<file path="src/rtl/mem_word_sequencer.sv">
// mem_word_sequencer
// Performs one 16-bit word read or write as two byte accesses (A, then A+1)
// to an 8-bit synchronous memory. Read words are reassembled into rd_data
// and held there until the next read completes.
//
// Handshake: start is sampled only while busy=0. The accepting edge latches
// wr_en/addr/wr_data and raises busy. done pulses for exactly one cycle in
// the first idle cycle after the transaction. start may be high in that done
// cycle to begin the next transaction back-to-back. There is no queueing:
// start while busy=1 is ignored.
//
// Every output comes from a register or from the state register. There is
// no combinational path from inputs to outputs.

module mem_word_sequencer #(
    parameter int unsigned WAIT_CYCLES   = 0,    // extra hold cycles per byte access (0..15)
    parameter bit          LITTLE_ENDIAN = 1'b1  // 1: byte at A is the low byte
) (
    input  logic        clk,
    input  logic        rst_n,
    input  logic        start,
    input  logic        wr_en,
    input  logic [15:0] addr,
    input  logic [15:0] wr_data,
    input  logic [7:0]  mem_rd_data,
    output logic [15:0] mem_address,
    output logic [7:0]  mem_wr_data,
    output logic        mem_cs,
    output logic        mem_wr,
    output logic        busy,
    output logic        done,
    output logic [15:0] rd_data,
    output logic [1:0]  fsm_state
);

    typedef enum logic [1:0] {
        S_IDLE = 2'd0,
        S_ACC0 = 2'd1,
        S_ACC1 = 2'd2,
        S_FIN  = 2'd3
    } state_t;

    // Final value of the per-access wait counter.
    localparam logic [3:0] WAIT_LAST = 4'(WAIT_CYCLES);

    state_t      state;
    logic [3:0]  wait_cnt;
    logic        wr_l;     // latched direction
    logic [15:0] addr_l;   // latched base address
    logic [7:0]  wr_b1_l;  // latched second write byte (A+1)
    logic [7:0]  rd_b0;    // first read byte (from A)

    assign fsm_state = state;

    // Sequencer: state, wait counter, latched request and all registered outputs.
    always_ff @(posedge clk or negedge rst_n) begin
        if (!rst_n) begin
            state       <= S_IDLE;
            wait_cnt    <= 4'd0;
            wr_l        <= 1'b0;
            addr_l      <= 16'd0;
            wr_b1_l     <= 8'd0;
            rd_b0       <= 8'd0;
            mem_address <= 16'd0;
            mem_wr_data <= 8'd0;
            mem_cs      <= 1'b0;
            mem_wr      <= 1'b0;
            busy        <= 1'b0;
            done        <= 1'b0;
            rd_data     <= 16'd0;
        end else begin
            done <= 1'b0;
            unique case (state)
                S_IDLE: begin
                    if (start) begin
                        wr_l        <= wr_en;
                        addr_l      <= addr;
                        wr_b1_l     <= LITTLE_ENDIAN ? wr_data[15:8] : wr_data[7:0];
                        mem_address <= addr;
                        mem_wr_data <= LITTLE_ENDIAN ? wr_data[7:0] : wr_data[15:8];
                        mem_cs      <= 1'b1;
                        mem_wr      <= wr_en;
                        busy        <= 1'b1;
                        wait_cnt    <= 4'd0;
                        state       <= S_ACC0;
                    end
                end
                S_ACC0: begin
                    if (wait_cnt == WAIT_LAST) begin
                        // The second address wraps at 16 bits.
                        mem_address <= addr_l + 16'd1;
                        mem_wr_data <= wr_b1_l;
                        wait_cnt    <= 4'd0;
                        state       <= S_ACC1;
                    end else begin
                        wait_cnt <= wait_cnt + 4'd1;
                    end
                end
                S_ACC1: begin
                    // The memory returns byte A during the first ACC1 cycle.
                    if (wait_cnt == 4'd0 && !wr_l) begin
                        rd_b0 <= mem_rd_data;
                    end
                    if (wait_cnt == WAIT_LAST) begin
                        mem_cs   <= 1'b0;
                        mem_wr   <= 1'b0;
                        wait_cnt <= 4'd0;
                        state    <= S_FIN;
                    end else begin
                        wait_cnt <= wait_cnt + 4'd1;
                    end
                end
                S_FIN: begin
                    // Byte A+1 is on mem_rd_data now. Writes leave rd_data alone.
                    if (!wr_l) begin
                        rd_data <= LITTLE_ENDIAN ? {mem_rd_data, rd_b0}
                                                 : {rd_b0, mem_rd_data};
                    end
                    busy  <= 1'b0;
                    done  <= 1'b1;
                    state <= S_IDLE;
                end
                default: begin
                    state <= S_IDLE;
                end
            endcase
        end
    end

endmodule
</file>
<file path="config.mk">
export PLATFORM = sky130hd
export DESIGN_NAME = mem_word_sequencer
export DESIGN_NICKNAME = d
export VERILOG_FILES = /design/src/rtl/mem_word_sequencer.sv
export SDC_FILE = /design/constraint.sdc
export NUM_CORES = 1
export LEC_CHECK = 0
export BUFFER_PORTS_ARGS = -buffer_cell sky130_fd_sc_hd__buf_2
export CAP_MARGIN = 20
export CORE_ASPECT_RATIO = 1.4
export CORE_UTILIZATION = 53
export CTS_CLUSTER_DIAMETER = 50
export DETAILED_ROUTE_END_ITERATION = 7
export PLACE_DENSITY = 0.79
export SYNTH_ARGS = -nofsm -noshare
export SYNTH_HDL_FRONTEND = slang
export SYNTH_SLANG_ARGS = --single-unit
</file>
<file path="constraint.sdc">
create_clock -name clk -period 2.4 [get_ports clk]
set_input_delay 0.24 -clock clk [delete_from_list [all_inputs] [get_ports clk]]
set_output_delay 0.24 -clock clk [all_outputs]
set_load 0.005 [all_outputs]
</file>
==> flow_summary.toml, run 1 <==
[outcome]
status = "finished clean"

[global_route]
grt_max_degree = 48
gr-usage-met1 = 0.257
antenna_found_initial = 0
grt_remaining_overflow = 0
grt_busiest_layer = "met2"
grtUsageTotal = 0.213
use_met2 = 0.364
grt_pass1_wl_um = 12000
gr-usage-met3 = 0.0517
grt_pass1_vias = 2652

[power]
irDropWorstVdd_uv = 710
seq_power_share = 0.419
p_leak_nw = 2.13
p_sw_frac = 0.353
p_int_mw = 3.95
p_switching_mw = 2.15
power.density_nw_per_um2 = 1350
power_frac_comb = 0.396
clockPowerShare = 0.184

[timing]
fin_hold_ws_ns = 0.112
worst_clock_skew_ns = 0.0104
min_period_ns = 2.11
setup_tns_ns = 0
slew_headroom = 0.608
tightestPinTransition_ns = 0.588
rsz0062_at_grt = "false"
hold_viol_final = 0
setup_viol_count_final = 0
finalCritPeriodShare = 0.879
timing.fmax_ghz = 0.474
drv_slew = 0

[route]
via_count = 2704
via_per_inst = 5.33
avgRoutedWirePerCell_um = 14.0
drt_iter0_markers = 136
firstDrtPassIters = 4
drc_errors = 0
postRouteAntennaNets = 0
wl_um = 7110

[synth]
ys_types = 37
syn-num-nets = 367
syn_area_um2 = 3730
ys_top_cells_by_area = "dfrtp_1, mux2_2, mux2i_1"
synthCells = 316
synthArstFlopShare = 1.00
ys_warn_count = 0
syn_avg_cell_area_um2 = 11.8
yosysSeqAreaShare = 0.556
synth_edf_count = 0
ys.flop_type = "dfrtp_1"
ys_ff_latch = 83
yosys.area.top_type = "dfrtp_1"
yosysTopAreaCellShare = 0.556

[floorplanning]
die_w_um = 72.9
core-area_um2 = 6700
floorplan.die.height_um = 101
num_io_pins = 90
start_util = 0.557
num_rows = 35
die_area_um2 = 7390

[clocking]
cts_tree = "built"
clkTransAtPathRegs_ns = 0.09
clkLatencyLatePin_ns = 0.35
clockBufferDepth = 2
cts-root-buf = "clkbuf_8"
cts_setup_buffers = 0
htree_levels = 3
cts_sinks = 83
cts-buffers-inserted = 9

[worst_setup_path]
critPathMaxStageDelay_ns = 0.56
worst_setup_path_end_kind = "flop"
required_ns = 2.63
timing.rr.end = "rd_b0[6]"
cp_max_fo = 8
critical_path.cell_chain = "inv_1 > ha_1 > or3b_1 > or3b_1 > mux2_1"
r2r-start = "wait_cnt[0]"
critical_path.startpoint = "wait_cnt[0]"
reg2reg_slack_ns = 0.29
critPathKind = "reg -> reg"
timing.critical_path.mode_cell = "or3b_1"
crit_family = "simple AND/OR/NAND/NOR gates"
critPathBufInv = 1
critical-path-slowest-cell = "or3b_1"
r2r_cells = 5
worstPathArrival_ns = 2.34
start_kind = "flop"

[final_layout]
drive_above_1_share = 0.378
area_growth_syn_to_layout_pct = 21.5
final_util = 0.677
nets = 461
final_cell_mix = "buf_2, dfrtp_1, mux2_2, nand2_1, o21ai_0"
diodes = 0
final_common_cell = "buf_2"
final_area_um2 = 4530
layout.cells.non_filler = 507

[job]
drv_cap = 0

[min_path]
min_path_type = "in -> reg"
holdPathStages = 2
min_to = "rd_b0[5]"
hp-start = "mem_rd_data[5]"

[place]
placed_cells = 490
detailed_place_hpwl_um = 5070
postPlaceCellArea_um2 = 4300
place_congestion = 0.789
placement.io_buffers = 89
timing repair:
action,4_1_cts,5_1_grt
setup endpoints to repair,0,0
hold buffers,1,0
gates resized for setup,0,0
endpoints found under the hold margin,44,0
Yosys cell counts, drive strengths merged (2+ instances only):
library cell / instances
nor2: 8
nor4: 3
ha: 7
a31o: 2
nand2b: 4
xor2: 9
mux2i: 18
clkbuf: 14
nand4: 3
mux2: 48
o21ai: 32
dfrtp: 83
xnor2: 4
inv: 10
nand3: 10
or3b: 2
nand2: 37
nor3: 2
o221ai: 2
a21oi: 7
worst max-delay path by stage:
stage	end	slack [ns]	cells past startpoint
after floorplan	mem_address[15]	0.40	9
after global placement	rd_b0[4]	0.38	5
after detailed placement	rd_b0[1]	0.31	5
after CTS	rd_b0[2]	0.29	5
after global routing	rd_b0[2]	0.19	5
final	rd_b0[6]	0.29	5
layer usage:
layer  vias up  wire, µm
met1      1312      2970
met4         0       124
met5         -         0
met2        88      3640
li1       1291         -
met3        13       373
power by group through the flow:
stage	logic, mW	clock network [mW]	registers (mW)
6_report	2.42	1.13	2.56
5_1_grt	2.73	1.20	2.65
4_1_cts	2.46	1.15	2.56
3_5_place_dp	2.45	0	2.58
3_3_place_gp	2.38	0	2.54
2_1_floorplan	1.63	0	2.54
cell families (layout without fill, tap and decap cells):
logic type / count (synthesis) / in the layout / share of synthesized area
flip-flops: 83 / 83 / 0.556
AND/OR/NAND/NOR: 72 / 72 / 0.0942
multiplexers: 66 / 66 / 0.193
AO/OA/AOI/OAI: 50 / 50 / 0.0771
buffers and inverters: 25 / 124 / 0.0251
XOR/XNOR: 13 / 13 / 0.0305
adder cells (fa/ha/maj): 7 / 7 / 0.0235
metrics by stage:
| stage | power, mW | setup WS, ns |
|---|---|---|
| 2_1_floorplan | 4.17 | 0.401 |
| 3_3_place_gp | 4.92 | 0.378 |
| 3_5_place_dp | 5.03 | 0.314 |
| 4_1_cts | 6.16 | 0.293 |
| 5_1_grt | 6.57 | 0.189 |
| 6_report | 6.11 | 0.291 |
state kept, by name, indices dropped and copies added, names as in the netlist:
| register | flops |
|---|---|
| mem_cs | 1 |
| rd_data | 16 |
| done | 1 |
| addr_l | 16 |
| wr_l | 1 |
| wr_b1_l | 8 |
| mem_wr | 1 |
| rd_b0 | 8 |
| fsm_state | 2 |
| mem_address | 16 |
| wait_cnt | 4 |
| busy | 1 |
| mem_wr_data | 8 |
layout make-up:
type                            count  area (µm²)
Clock buffer                       11         141
Inverter                           10        37.5
Clock inverter                      5        83.8
Multi-Input combinational cell    208        1560
Sequential cell                    83        2080
Tap cell                           92         115
Timing Repair Buffer               98         518
Fill cell                         531        2170
Power figures use the tool's default switching activity.
==> run 2, diff against run 1 <==
--- a/config.mk
+++ b/config.mk
@@ -8,10 +8,12 @@
 export BUFFER_PORTS_ARGS = -buffer_cell sky130_fd_sc_hd__buf_2
 export CAP_MARGIN = 20
 export CORE_ASPECT_RATIO = 1.4
+export CORE_MARGIN = 2
 export CORE_UTILIZATION = 53
 export CTS_CLUSTER_DIAMETER = 50
 export DETAILED_ROUTE_END_ITERATION = 7
 export PLACE_DENSITY = 0.79
+export REMOVE_ABC_BUFFERS = 1
 export SYNTH_ARGS = -nofsm -noshare
 export SYNTH_HDL_FRONTEND = slang
 export SYNTH_SLANG_ARGS = --single-unit
==> flow_summary.toml, run 2 (synthesis gave the netlist of run 1 again) <==
[outcome]
status = "finished clean"

[worst_setup_path]
critPathKind = "reg -> reg"
timing.rr.end = "rd_b0[6]"
reg2reg_slack_ns = 0.30
worstPathArrival_ns = 2.34
start_kind = "flop"
worst_setup_path_end_kind = "flop"
r2r_cells = 5
required_ns = 2.64
critical_path.startpoint = "wait_cnt[0]"
endpoint = "rd_b0[6]"
cp_max_fo = 8
r2r-start = "wait_cnt[0]"

[timing]
tightestPinTransition_ns = 0.573
setup_viol_count_final = 0
setup_slack_ns = 0.302
min_period_ns = 2.10
drv_slew = 0
rsz0062_at_grt = "false"
finalCritPeriodShare = 0.874
timing.fmax_ghz = 0.477
worst_clock_skew_ns = 0.00664
hold_viol_final = 0
setup_tns_ns = 0
fin_hold_ws_ns = 0.105
slew_headroom = 0.618

[place]
place_congestion = 0.762
detailed_place_hpwl_um = 5210
placement.io_buffers = 89
placed_cells = 492
place_ws_ns = 0.309

[route]
wl_um = 7160
drc_errors = 0
via_per_inst = 5.18
firstDrtPassIters = 4
via_count = 2637
drt_iter0_markers = 99
avgRoutedWirePerCell_um = 14.1
postRouteAntennaNets = 0

[power]
irDropWorstVdd_uv = 792
power.density_nw_per_um2 = 1330
p_leak_nw = 2.12

[global_route]
grt_max_degree = 45
grt_pass1_wl_um = 11800
grtUsageTotal = 0.202
grt_remaining_overflow = 0
antenna_found_initial = 0
grt_pass1_vias = 2655

[floorplanning]
die_area_um2 = 7740
die_w_um = 74.9
core-area_um2 = 6890
num_io_pins = 90
num_rows = 36
floorplan.die.height_um = 103
start_util = 0.542

[clocking]
htree_levels = 3
clkLatencyLatePin_ns = 0.36
clkTransAtPathRegs_ns = 0.09
cts_tree = "built"
cts-buffers-inserted = 9
clockBufferDepth = 2
ctsResizeCount = 0
cts_sinks = 83
cts-root-buf = "clkbuf_8"

[final_layout]
area_growth_syn_to_layout_pct = 21.3
final_cell_mix = "buf_2, dfrtp_1, mux2_2, nand2_1, o21ai_0"
top_regs = "addr_l x16, mem_address x16, rd_data x16"
nets = 460
multi_input_area_um2 = 1560
fill_cells = 548
final_common_cell = "buf_2"
drive_above_1_share = 0.379
regArea_um2 = 2080
layout.cells.non_filler = 509
diodes = 0

[min_path]
min_path_type = "in -> reg"
hp-start = "wr_data[11]"

[job]
drv_cap = 0
run 2: routing by layer:
metal	vias to the layer above	track usage	share of wire
met3	7	0.0484	0.052
met1	1268	0.236	0.41
met4	0	0.0962	0.014
met2	73	0.345	0.52
met5	-	0	0
li1	1289	-	-
run 2: final cells by class:
cell class | count | area share
clock buffer | 10 | 0.0304
clock inverter | 6 | 0.0158
inverter | 10 | 0.00829
multi-input combinational | 208 | 0.345
sequential | 83 | 0.459
tap | 95 | 0.0263
timing repair buffer | 97 | 0.116
run 2: worst max-delay path, stage by stage (launching register included):
cell	delay (ns)
dfrtp_1	0.43
inv_1	0.08
ha_1	0.13
or3b_1	0.42
or3b_1	0.55
mux2_1	0.37
run 2: worst min path at each step:
stage / to / depth (start not counted)
floorplan: addr_l[0] / 0
global placement: rd_data[5] / 1
detailed placement: rd_data[5] / 1
CTS: wr_b1_l[3] / 2
global route: wr_b1_l[6] / 2
finish: wr_b1_l[3] / 2
run 2: per-stage QoR:
stage | power, mW | instance area, µm² | utilization
finish | 6.02 | 4530 | 0.657
global route | 6.55 | 4530 | 0.657
CTS | 6.11 | 4530 | 0.657
detailed placement | 5.05 | 4310 | 0.625
global placement | 4.93 | 4310 | 0.625
floorplan | 4.13 | 3680 | -
run 2: repair_timing:
action                    4_1_cts  5_1_grt
hold endpoints to repair       43        0
hold buffers                    1        0
setup buffers                   0        0
run 2: power by group:
| group | internal, mW | switching (mW) | total [mW] |
|---|---|---|---|
| logic | 1.25 | 1.19 | 2.44 |
| clock network | 0.520 | 0.525 | 1.04 |
| registers | 2.09 | 0.445 | 2.54 |
| total | 3.86 | 2.16 | 6.02 |
==> run 3, diff against run 2 <==
==> constraint.sdc (replaced) <==
create_clock -name clk -period 2.4 [get_ports clk]
set_input_delay 0.48 -clock clk [delete_from_list [all_inputs] [get_ports clk]]
set_output_delay 0.48 -clock clk [all_outputs]
set_load 0.005 [all_outputs]
==> flow_summary.toml, run 3 (synthesis gave the netlist of run 1 again) <==
[global_route]
grt_remaining_overflow = 0
grt_pass1_wl_um = 12000
grt_max_degree = 84
grt_pass1_vias = 2674
antenna_found_initial = 0
grtUsageTotal = 0.205

[timing]
worst_clock_skew_ns = 0.00489
tightestPinTransition_ns = 0.425
fin_hold_ws_ns = 0.142
min_period_ns = 2.14
setup_tns_ns = 0
rsz0062_at_grt = "false"
timing.fmax_ghz = 0.467
hold_viol_final = 0
slew_headroom = 0.714
drv_slew = 0
setup_viol_count_final = 0
setup_slack_ns = 0.258
finalCritPeriodShare = 0.892

[power]
irDropWorstVdd_uv = 885
p_leak_nw = 2.13
p_total_mw = 6.11
power.density_nw_per_um2 = 1350

[place]
detailed_place_hpwl_um = 5190
placed_cells = 492
place_congestion = 0.758
postPlaceCellArea_um2 = 4310
place_ws_ns = 0.299
placement.io_buffers = 89

[route]
postRouteAntennaNets = 0
drc_errors = 0
firstDrtPassIters = 4
via_count = 2655
wl_um = 7270
via_per_inst = 5.23
avgRoutedWirePerCell_um = 14.3
drt_iter0_markers = 131
met1_length_um = 2910
top_layer_used = "met4"
met3_wirelength_um = 382
wl_met2_um = 3840

[clocking]
clockBufferDepth = 2
clkLatencyLatePin_ns = 0.35
cts-buffers-inserted = 9
cts-root-buf = "clkbuf_8"
clkTransAtPathRegs_ns = 0.08
cts_setup_buffers = 0
cts_hold_buf = 0
cts_tree = "built"
htree_levels = 3
ctsResizeCount = 0
cts_sinks = 83

[floorplanning]
num_io_pins = 90
floorplan.die.height_um = 103
core-area_um2 = 6890
start_util = 0.542
die_area_um2 = 7740
num_rows = 36
die_w_um = 74.9

[worst_setup_path]
start_kind = "flop"
r2r-start = "wait_cnt[0]"
required_ns = 2.64
r2r_cells = 5
critical_path.startpoint = "wait_cnt[0]"
timing.rr.end = "rd_b0[5]"
worst_setup_path_end_kind = "flop"
worstPathArrival_ns = 2.38
cp_max_fo = 8
reg2reg_slack_ns = 0.26
critPathKind = "reg -> reg"

[final_layout]
layout.cells.non_filler = 508
regArea_um2 = 2080
diodes = 0
nets = 459
final_cell_mix = "buf_2, dfrtp_1, mux2_2, nand2_1, o21ai_0"
final_area_um2 = 4530
fill_cells = 557
final_common_cell = "buf_2"
top_regs = "addr_l x16, mem_address x16, rd_data x16"
multi_input_area_um2 = 1560
final_util = 0.658
area_growth_syn_to_layout_pct = 21.5
drive_above_1_share = 0.380

[outcome]
status = "finished clean"

[job]
drv_cap = 0

[min_path]
min_path_type = "in -> async"
## run 3: cell type report
type,instances,area share
multi-input combinational,208,0.344
clock buffer,11,0.0334
clock inverter,5,0.0166
sequential,83,0.458
tap,95,0.0262
inverter,10,0.00828
timing repair buffer,96,0.113
## run 3: worst max-delay path, cell delays in order (launching register included)
cell and delay [ns]:
dfrtp_1 0.43, inv_1 0.08, ha_1 0.16, or3b_1 0.43, or3b_1 0.55, mux2_1 0.37
## run 3: routing by layer
layer | GRT usage | vias up
met4 | 0.0920 | 0
met1 | 0.232 | 1288
met3 | 0.0446 | 10
met2 | 0.365 | 74
met5 | 0 | -
li1 | - | 1283
## run 3: worst max-delay path by stage
stage                           to  slack [ns]  depth (start not counted)
global placement          rd_b0[7]        0.39                          5
finish                    rd_b0[5]        0.26                          5
detailed placement        rd_b0[4]        0.30                          5
CTS                       rd_b0[7]        0.27                          5
floorplan           mem_address[7]       -0.91                          4
global route              rd_b0[4]        0.17                          5
## run 3: report_power, final
group          switching, mW  internal [mW]
combinational           1.19           1.25
sequential             0.456           2.10
clock                  0.484          0.637
total                   2.13           3.98
